**src/rtl/sh2_ext_mem_bridge_pkg.sv**
```systemverilog
// Shared types for the SH-2 external bus to memory bridge.
//   bridge_state_t : bus-cycle FSM states
//   wb_entry_t     : one posted-write entry (full CPU address, data, active-high byte enables)
package sh2_ext_mem_bridge_pkg;

    localparam int CPU_AW = 27;

    typedef enum logic [1:0] {
        IDLE    = 2'd0,
        RD_PEND = 2'd1,
        WR_PEND = 2'd2,
        DONE    = 2'd3
    } bridge_state_t;

    typedef struct packed {
        logic [CPU_AW-1:0] addr;
        logic [31:0]       data;
        logic [3:0]        be;
    } wb_entry_t;

endpackage

```
**src/rtl/sh2_ext_mem_bridge_if.sv**
```systemverilog
// SH-2 external bus pins plus the req/ack memory port, bundled.
//   slave  : the bridge (consumes CPU bus, drives memory request)
//   master : the environment (CPU pins and memory controller)
interface sh2_ext_mem_bridge_if #(
    parameter int ADDR_W = 24
);
    import sh2_ext_mem_bridge_pkg::*;

    logic [CPU_AW-1:0] A;
    logic [31:0]       DO;
    logic              BS_N;
    logic [3:0]        CS_N;
    logic              RD_WR_N;
    logic [3:0]        WE_N;
    logic              RD_N;
    logic [31:0]       DI;
    logic              WAIT_N;
    logic [ADDR_W-1:0] MEM_A;
    logic [31:0]       MEM_D;
    logic [3:0]        MEM_BE;
    logic              MEM_WE;
    logic              MEM_REQ;
    logic              MEM_ACK;
    logic [31:0]       MEM_Q;

    modport slave (
        input  A, DO, BS_N, CS_N, RD_WR_N, WE_N, RD_N, MEM_ACK, MEM_Q,
        output DI, WAIT_N, MEM_A, MEM_D, MEM_BE, MEM_WE, MEM_REQ
    );

    modport master (
        output A, DO, BS_N, CS_N, RD_WR_N, WE_N, RD_N, MEM_ACK, MEM_Q,
        input  DI, WAIT_N, MEM_A, MEM_D, MEM_BE, MEM_WE, MEM_REQ
    );

endinterface

```
**src/rtl/sh2_ext_mem_bridge_wbuf.sv**
```systemverilog
// One-entry posted write buffer.
//   load/load_entry : capture a write (only issued while empty)
//   ack             : memory accepted the drained entry; frees the slot
//   full            : entry valid
//   drain_req       : entry wants to go to memory
//   entry           : buffered address/data/byte enables
module sh2_wbuf
    import sh2_ext_mem_bridge_pkg::*;
(
    input  logic      CLK,
    input  logic      RST_N,
    input  logic      load,
    input  wb_entry_t load_entry,
    input  logic      ack,
    output logic      full,
    output logic      drain_req,
    output wb_entry_t entry
);

    always_ff @(posedge CLK or negedge RST_N) begin
        if (!RST_N) begin
            full  <= 1'b0;
            entry <= '0;
        end else if (load) begin
            full  <= 1'b1;
            entry <= load_entry;
        end else if (ack) begin
            full  <= 1'b0;
        end
    end

    assign drain_req = full;

endmodule

```
**src/rtl/sh2_ext_mem_bridge.sv**
```systemverilog
// SH-2 external bus to req/ack memory bridge, one per CPU.
//   CLK, RST_N : clock, async active-low reset
//   CE_R       : CPU clock enable; bus pins only sampled when high
//   bus        : CPU pins (A/DO/BS_N/CS_N/RD_WR_N/WE_N/RD_N -> DI/WAIT_N)
//                and memory port (MEM_A/D/BE/WE/REQ -> MEM_ACK/MEM_Q)
// Selected cycles become memory requests; writes are posted through a
// one-entry buffer, reads stall the CPU with WAIT_N until data returns.
module sh2_ext_mem_bridge
    import sh2_ext_mem_bridge_pkg::*;
#(
    parameter int ADDR_W = 24,
    parameter int CS_SEL = 0,
    parameter int WB_EN  = 1
) (
    input  logic CLK,
    input  logic RST_N,
    input  logic CE_R,
    sh2_ext_mem_bridge_if.slave bus
);

    localparam logic WB_ON = (WB_EN != 0);

    bridge_state_t     state;
    wb_entry_t         cyc, bus_entry, wb_load_entry, wb_q;
    logic              wb_full, wb_drain_req, wb_load, wb_ack;
    logic              sel, is_wr, start, post_now, rd_issue, dw_issue, own_ack;
    logic              req_drain;
    logic [31:0]       di_q, mem_d;
    logic [ADDR_W-1:0] mem_a;
    logic [3:0]        mem_be;
    logic              mem_we, mem_req;
    logic              unused_bits;

    assign sel       = !bus.CS_N[CS_SEL];
    assign is_wr     = !bus.RD_WR_N;
    assign start     = CE_R && !bus.BS_N && sel && (state == IDLE);
    assign bus_entry = '{addr: bus.A, data: bus.DO, be: ~bus.WE_N};

    // A write hitting an empty buffer is absorbed straight from IDLE so the
    // CPU never sees a wait state; WR_PEND is only for full-buffer or
    // unbuffered writes.
    assign post_now      = start && is_wr && !wb_full && WB_ON;
    assign wb_load       = post_now || ((state == WR_PEND) && WB_ON && !wb_full);
    assign wb_load_entry = (state == IDLE) ? bus_entry : cyc;

    // Reads wait for the buffer to drain: memory sees writes in program order.
    assign rd_issue = (state == RD_PEND) && !wb_full;
    assign dw_issue = (state == WR_PEND) && !WB_ON;

    assign own_ack = mem_req && bus.MEM_ACK && !req_drain;
    assign wb_ack  = mem_req && bus.MEM_ACK && req_drain;

    sh2_wbuf u_wbuf (
        .CLK        (CLK),
        .RST_N      (RST_N),
        .load       (wb_load),
        .load_entry (wb_load_entry),
        .ack        (wb_ack),
        .full       (wb_full),
        .drain_req  (wb_drain_req),
        .entry      (wb_q)
    );

    always_ff @(posedge CLK or negedge RST_N) begin
        if (!RST_N) begin
            state     <= IDLE;
            cyc       <= '0;
            di_q      <= '0;
            mem_req   <= 1'b0;
            mem_we    <= 1'b0;
            mem_a     <= '0;
            mem_d     <= '0;
            mem_be    <= '0;
            req_drain <= 1'b0;
        end else begin
            if (start) cyc <= bus_entry;

            case (state)
                IDLE:    if (start) state <= !is_wr ? RD_PEND : (post_now ? DONE : WR_PEND);
                RD_PEND: if (own_ack) begin
                             di_q  <= bus.MEM_Q;
                             state <= DONE;
                         end
                WR_PEND: if (WB_ON ? !wb_full : own_ack) state <= DONE;
                DONE:    if (CE_R && !sel) state <= IDLE;
                default: state <= IDLE;
            endcase

            // Single outstanding request; fields frozen until ACK.
            if (mem_req) begin
                if (bus.MEM_ACK) mem_req <= 1'b0;
            end else if (rd_issue) begin
                mem_req   <= 1'b1;
                mem_we    <= 1'b0;
                mem_be    <= 4'hF;
                mem_a     <= cyc.addr[ADDR_W-1:0];
                req_drain <= 1'b0;
            end else if (dw_issue) begin
                mem_req   <= 1'b1;
                mem_we    <= 1'b1;
                mem_be    <= cyc.be;
                mem_a     <= cyc.addr[ADDR_W-1:0];
                mem_d     <= cyc.data;
                req_drain <= 1'b0;
            end else if (wb_drain_req) begin
                mem_req   <= 1'b1;
                mem_we    <= 1'b1;
                mem_be    <= wb_q.be;
                mem_a     <= wb_q.addr[ADDR_W-1:0];
                mem_d     <= wb_q.data;
                req_drain <= 1'b1;
            end
        end
    end

    assign bus.WAIT_N = !(sel && (((state == IDLE) && !bus.BS_N && !(is_wr && !wb_full && WB_ON))
                                  || (state == RD_PEND) || (state == WR_PEND)));

    assign bus.DI      = di_q;
    assign bus.MEM_REQ = mem_req;
    assign bus.MEM_WE  = mem_we;
    assign bus.MEM_A   = mem_a;
    assign bus.MEM_D   = mem_d;
    assign bus.MEM_BE  = mem_be;

    // RD_N is implied by RD_WR_N; upper address bits are beyond ADDR_W.
    assign unused_bits = ^{bus.RD_N, bus.CS_N, cyc.addr, wb_q.addr};

endmodule

```
**src/flat_wrapper.sv**
```systemverilog
// flat-port wrapper written by rule: the top's interface ports become plain ports
module sh2_ext_mem_bridge_flat import sh2_ext_mem_bridge_pkg::*;
#(
    parameter int ADDR_W = 24,
    parameter int CS_SEL = 0,
    parameter int WB_EN  = 1
)
  (CLK, RST_N, CE_R, bus_A, bus_DO, bus_BS_N, bus_CS_N, bus_RD_WR_N, bus_WE_N, bus_RD_N, bus_MEM_ACK, bus_MEM_Q, bus_DI, bus_WAIT_N, bus_MEM_A, bus_MEM_D, bus_MEM_BE, bus_MEM_WE, bus_MEM_REQ);
  sh2_ext_mem_bridge_if #(.ADDR_W(ADDR_W)) bus_i ();
  input  logic CLK;
  input  logic RST_N;
  input  logic CE_R;
  input wire logic [$bits(bus_i.A)-1:0] bus_A;
  input wire logic [$bits(bus_i.DO)-1:0] bus_DO;
  input wire logic [$bits(bus_i.BS_N)-1:0] bus_BS_N;
  input wire logic [$bits(bus_i.CS_N)-1:0] bus_CS_N;
  input wire logic [$bits(bus_i.RD_WR_N)-1:0] bus_RD_WR_N;
  input wire logic [$bits(bus_i.WE_N)-1:0] bus_WE_N;
  input wire logic [$bits(bus_i.RD_N)-1:0] bus_RD_N;
  input wire logic [$bits(bus_i.MEM_ACK)-1:0] bus_MEM_ACK;
  input wire logic [$bits(bus_i.MEM_Q)-1:0] bus_MEM_Q;
  output wire logic [$bits(bus_i.DI)-1:0] bus_DI;
  output wire logic [$bits(bus_i.WAIT_N)-1:0] bus_WAIT_N;
  output wire logic [$bits(bus_i.MEM_A)-1:0] bus_MEM_A;
  output wire logic [$bits(bus_i.MEM_D)-1:0] bus_MEM_D;
  output wire logic [$bits(bus_i.MEM_BE)-1:0] bus_MEM_BE;
  output wire logic [$bits(bus_i.MEM_WE)-1:0] bus_MEM_WE;
  output wire logic [$bits(bus_i.MEM_REQ)-1:0] bus_MEM_REQ;
  assign bus_i.A = bus_A;
  assign bus_i.DO = bus_DO;
  assign bus_i.BS_N = bus_BS_N;
  assign bus_i.CS_N = bus_CS_N;
  assign bus_i.RD_WR_N = bus_RD_WR_N;
  assign bus_i.WE_N = bus_WE_N;
  assign bus_i.RD_N = bus_RD_N;
  assign bus_i.MEM_ACK = bus_MEM_ACK;
  assign bus_i.MEM_Q = bus_MEM_Q;
  assign bus_DI = bus_i.DI;
  assign bus_WAIT_N = bus_i.WAIT_N;
  assign bus_MEM_A = bus_i.MEM_A;
  assign bus_MEM_D = bus_i.MEM_D;
  assign bus_MEM_BE = bus_i.MEM_BE;
  assign bus_MEM_WE = bus_i.MEM_WE;
  assign bus_MEM_REQ = bus_i.MEM_REQ;
  sh2_ext_mem_bridge #(.ADDR_W(ADDR_W), .CS_SEL(CS_SEL), .WB_EN(WB_EN)) u_core (.CLK(CLK), .RST_N(RST_N), .CE_R(CE_R), .bus(bus_i));
endmodule
```
**config.mk**
```make
export PLATFORM = sky130hd
export DESIGN_NAME = sh2_ext_mem_bridge_flat
export DESIGN_NICKNAME = d
export VERILOG_FILES = /design/src/rtl/sh2_ext_mem_bridge_pkg.sv /design/src/rtl/sh2_ext_mem_bridge_if.sv /design/src/rtl/sh2_ext_mem_bridge_wbuf.sv /design/src/rtl/sh2_ext_mem_bridge.sv /design/src/flat_wrapper.sv
export SDC_FILE = /design/constraint.sdc
export NUM_CORES = 1
export LEC_CHECK = 0
export ABC_AREA = 1
export CORE_ASPECT_RATIO = 0.75
export CORE_MARGIN = 8
export CORE_UTILIZATION = 51
export DETAILED_ROUTE_END_ITERATION = 8
export PLACE_DENSITY = 0.8
export SYNTH_ARGS = -nofsm -noshare
export SYNTH_HDL_FRONTEND = slang
export SYNTH_HIERARCHICAL = 1
export SYNTH_SLANG_ARGS = --single-unit
```
**constraint.sdc**
```tcl
create_clock -name CLK -period 2.3 [get_ports CLK]
set_clock_uncertainty 0.1 [all_clocks]
set_input_delay 0.345 -clock CLK [delete_from_list [all_inputs] [get_ports CLK]]
set_output_delay 0.345 -clock CLK [all_outputs]
set_load 0.01 [all_outputs]
```
==> impl_metrics.toml, run 1 <==
[timing]
drv_slew = 0
max_slew.worst_pin.slew_ns = 0.7429
hold_viol = 0
max-slew-margin-rel = 0.5040
period_share = 0.9337
setup_tns_ns = 0
setup_viol_count_final = 0
rsz0062_at_grt = "false"
period_needed_ns = 2.148
setup_slack_ns = 0.1525
fmax_mhz = 465.6

[power]
switchingPower_mw = 6.196
p_seq_frac = 0.384
p_total_mw = 17.08
peakVddDrop_v = 0.0008163
power.density_nw_per_um2 = 1401
internal_power_mw = 10.88
power_frac_comb = 0.405
power_frac_clock = 0.211
p_sw_frac = 0.3628
p_leak_nw = 6.116

[clocking]
cts_inserted_buffers = 21
cts_tree = "built"
cts-root-buf = "clkbuf_16"
htreeDepth = 1
clkLatencyLatePin_ns = 0.48
cts_max_path_buffers = 3
path_clk_slew_ns = 0.06
cts.sinks = 217

[floorplan]
die_w_um = 171.5
die_h_um = 132.6
ios = 201
dieArea_um2 = 22750
start_util = 0.5224
num_rows = 42
core_um2 = 17710

[placed_design]
port-buffer-count = 193
gp_congestion = 0.8166
hpwl_mm = 15.05
place_ws_ns = 0.07392
dp.cells = 1503

[global_routing]
grt_max_degree = 75
track_usage = 0.1983
grt-ovfl-total = 0
grt_pass1_vias = 7544
grt_pass1_wl_mm = 37.27
antenna_found_initial = 1

[critical_path]
cp-start-kind = "flop"
cp.arrival_ns = 1.70
critPathCaptureType = "output port"
critical_path_required_ns = 1.86
crit_fanout = 4
crit_type = "reg2out"
reg2reg_depth = 8

[routing]
first_pass_iters = 5
post_drt_wl_per_cell_um = 14.71
drt_iter0_drc = 647
drt_wl_total_mm = 22.69
ant_nets = 0
via_per_inst = 4.937
drc_errors = 0
vias = 7613

[logic_synthesis]
avgSynthCellArea_um2 = 8.357
yosysWarnings = 6
synth_area_um2 = 9251
synth_fp_nets = 1217
synthCells = 1107

[final_layout]
multi_input_area_um2 = 3079
fillCellCount = 1393
fin_util = 0.6883
finalNonFillerCells = 1542
nNetsFinal = 1397
seqCellArea_um2 = 5430
area_growth_pct = 31.76
diodes = 0
final_layout_size_suffix_gt1_frac = 0.05769

[min_path]
hold_class = "in2async"

[run_status]
outcome = "finished, final reports clean"

[run]
drv_cap = 0
cell type report:
type	count	area share
sequential	217	0.4455
multi-input combinational	722	0.2526
timing repair buffer	219	0.1839
clock buffer	28	0.05020
inverter	106	0.03305
tap	242	0.02484
clock inverter	8	0.009854
power by group through the flow:
stage / clock [mW] / sequential [mW] / combinational [mW]
4_1_cts: 3.69 / 6.56 / 6.99
5_1_grt: 3.84 / 6.77 / 7.82
3_3_place_gp: 0 / 6.53 / 6.71
6_report: 3.60 / 6.56 / 6.92
3_5_place_dp: 0 / 6.60 / 6.95
2_1_floorplan: 0 / 6.80 / 3.73
cells in the final DEF (no fill, tap or decap), drive strengths merged:
master	count
a21oi	25
buf	26
bufinv	3
clkbuf	29
clkdlybuf4s50	191
clkinv	3
clkinvlp	2
dfrtp	217
dlygate4sd3	1
ha	4
inv	106
nand2	470
nand3	4
nand4	1
nor2	31
o21ai	182
o21bai	1
o22a	4
worst max-delay path: stages, from the launching register on:
cell and delay [ns]:
dfrtp_1 0.42, inv_2 0.08, ha_2 0.18, inv_2 0.05
nor2_4 0.07, o21ai_0 0.10, nand3_1 0.11, nand2_1 0.07
clkbuf_2 0.13
worst paths after layout:
path	startpoint	to	slack, ns
setup / recovery	u_core/state[1]	bus_WAIT_N	0.15
max in group asynchronous	RST_N	u_core/bus.DI[6]	1.09
min in group CLK	bus_MEM_Q[30]	u_core/bus.DI[30]	0.32
hold / removal	RST_N	u_core/cyc[48]	0.29
setup reg to reg	u_core/state[0]	u_core/bus.MEM_D[5]	0.34
hold reg to reg	u_core/u_wbuf/entry[52]	u_core/u_wbuf/entry[52]	0.37
stage by stage:
step                      cell area (µm²)  hold WS [ns]
after global placement              11430        0.2249
final                               12190        0.2880
after global routing                12190        0.3142
after detailed placement            11430        0.2235
after floorplan                      9251      -0.05059
after CTS                           12180        0.3038
metal layers:
layer,global-route usage,up-vias,routed length [µm]
li1,-,3783,-
met1,0.2656,3547,10240
met2,0.3230,234,10320
met3,0.04190,47,1628
met4,0.05012,2,495
met5,0,-,9
what timing repair did:
| item | in CTS | in global routing |
|---|---|---|
| buffers inserted | 0 | 2 |
| setup endpoints to repair | 1 | 1 |
| pin swaps | 0 | 2 |
| endpoints found under the hold margin | 59 | 0 |
| resized for setup | 1 | 5 |
| hold buffers | 1 | 0 |
sequential cells by signal, indices dropped and copies added (netlist names), 2 cells and up:
register and flops:
u_core/cyc 60, u_core/bus.DI 32, u_core/bus.MEM_BE 4, u_core/u_wbuf/entry 60
u_core/bus.MEM_A 24, u_core/bus.MEM_D 32, u_core/state 2
Note: power is estimated with default switching activity, not from simulation.
==> inputs of run 2 (changes only) <==
==> constraint.sdc (replaced) <==
create_clock -name CLK -period 2.3 [get_ports CLK]
set_clock_uncertainty 0.1 [all_clocks]
set_input_delay 0.23 -clock CLK [delete_from_list [all_inputs] [get_ports CLK]]
set_output_delay 0.23 -clock CLK [all_outputs]
set_load 0.01 [all_outputs]
==> run 2 against run 1 <==
Combinational power fell by 1%; largest power group unchanged; sequential share of layout area decreased by 0.20 points; critical path depth unchanged; worst setup slack got worse by 0.070 ns; first-iteration DRC count is 3.7% lower; hold slack worse by 0.085 ns; power up 1.5%; clock power grew 8.1%; core utilization is 0.32 points higher.
==> impl_metrics.toml, run 2 (same netlist as run 1, synthesis figures left out) <==
[run_status]
outcome = "finished, final reports clean"

[power]
peakVddDrop_v = 0.0006616
power.density_nw_per_um2 = 1415
p_leak_nw = 6.141

[critical_path]
cp.arrival_ns = 1.89
crit_type = "reg2out"
critPathCaptureType = "output port"
cp-start-kind = "flop"
crit_fanout = 3
critical_path_required_ns = 1.97
r2r_slack_ns = 0.41

[run]
drv_cap = 0

[routing]
drt_iter0_drc = 623
post_drt_wl_per_cell_um = 14.56
drc_errors = 0
ant_nets = 0
vias = 7578
first_pass_iters = 5
via_per_inst = 4.911
drt_wl_total_mm = 22.47

[clocking]
cts-root-buf = "clkbuf_16"
clkLatencyLatePin_ns = 0.49
path_clk_slew_ns = 0.06
cts.sinks = 217
cts_inserted_buffers = 22
htreeDepth = 1
cts_tree = "built"
cts_max_path_buffers = 3

[final_layout]
finalNonFillerCells = 1543
fillCellCount = 1386
layout_commonest_cell = "nand2_1"
final_layout_size_suffix_gt1_frac = 0.05380
diodes = 0
mostFrequentLayoutCells = "nand2_1 (469), dfrtp_1 (217), clkdlybuf4s50_1 (191), o21ai_0 (165), inv_1 (100)"
top_regs = "u_core/cyc: 60 flops, u_core/u_wbuf/entry: 60 flops"
fin_util = 0.6915
nNetsFinal = 1395
area_growth_pct = 32.36

[timing]
rsz0062_at_grt = "false"
setup_slack_ns = 0.08292
max_slew.worst_pin.slew_ns = 0.7095
setup_tns_ns = 0
period_needed_ns = 2.217
hold_viol = 0
fmax_mhz = 451.0
max-slew-margin-rel = 0.5270
period_share = 0.9639
whs_ns = 0.2031
setup_viol_count_final = 0
drv_slew = 0

[global_routing]
grt-ovfl-total = 0
antenna_found_initial = 1
track_usage = 0.1962
grt_pass1_wl_mm = 36.91
grt_max_degree = 75
grt_pass1_vias = 7370

[min_path]
hold_class = "in2async"

[placed_design]
gp_congestion = 0.8196
hpwl_mm = 14.92
port-buffer-count = 193
place_ws_ns = 0.2805
dp.cells = 1499

[floorplan]
die_w_um = 171.5
num_rows = 42
start_util = 0.5224
die_h_um = 132.6
core_um2 = 17710
dieArea_um2 = 22750
ios = 201
-- run 2: cell types whose count changed in the layout (fill, tap and decap cells not counted), sizes merged --
cell and delta:
bufinv +1, buf -3, dlygate4sd2 +1, clkinvlp -2, clkinv -1, clkbuf +5
-- run 2: per-stage QoR --
stage | power, mW | cell area [µm²]
6_report | 17.33 | 12250
5_1_grt | 18.66 | 12250
4_1_cts | 17.48 | 12220
3_5_place_dp | 13.49 | 11400
3_3_place_gp | 13.20 | 11400
2_1_floorplan | 10.53 | 9251
-- run 2: worst max-delay path: stages (launching register included) --
cell and delay, ns:
dfrtp_1 0.40, inv_1 0.10, ha_2 0.20, inv_2 0.05
nor2_4 0.11, o21ai_0 0.10, nand3_1 0.09, nand2_1 0.07
dlygate4sd2_1 0.29
-- run 2: worst paths after layout --
| kind | from | to | cells past startpoint |
|---|---|---|---|
| worst max-delay path | u_core/state[0] | bus_WAIT_N | 8 |
| worst max register to register | u_core/state[0] | u_core/u_wbuf/entry[34] | 7 |
| max in group asynchronous | RST_N | u_core/bus.DI[15] | 3 |
| worst min register to register | u_core/u_wbuf/entry[13] | u_core/u_wbuf/entry[13] | 2 |
| worst min-delay path | RST_N | u_core/cyc[48] | 2 |
| min in group CLK | bus_MEM_Q[24] | u_core/bus.DI[24] | 3 |
-- run 2: routing by layer --
metal / part of all wire / up-vias / global-route usage
met2: 0.46 / 231 / 0.3197
met3: 0.077 / 29 / 0.04606
li1: - / 3772 / -
met1: 0.45 / 3544 / 0.2639
met4: 0.016 / 2 / 0.03855
met5: 0.00058 / - / 0
-- run 2: timing repair --
| item | 4_1_cts | 5_1_grt |
|---|---|---|
| setup buffers | 0 | 3 |
| gates resized for setup | 1 | 2 |
| hold endpoints to repair | 69 | 0 |
| hold buffers | 1 | 0 |
| setup endpoints to repair | 1 | 1 |
| pin swaps | 0 | 0 |
-- run 2: area by class of cell --
cell class              instances  area, µm²  area share
well taps                     242      302.8     0.02473
repair buffers                216       2223      0.1816
clock buffers                  34      676.9     0.05528
clock inverters                 6      130.1     0.01063
inverters                     106      402.9     0.03290
flip-flops and latches        217       5430      0.4434
multi-input cells             722       3079      0.2515
-- run 2: report_power, final --
part	internal (mW)	total [mW]	switching (mW)
logic	3.03	6.85	3.82
clock network	2.47	3.89	1.42
registers	5.65	6.59	0.946
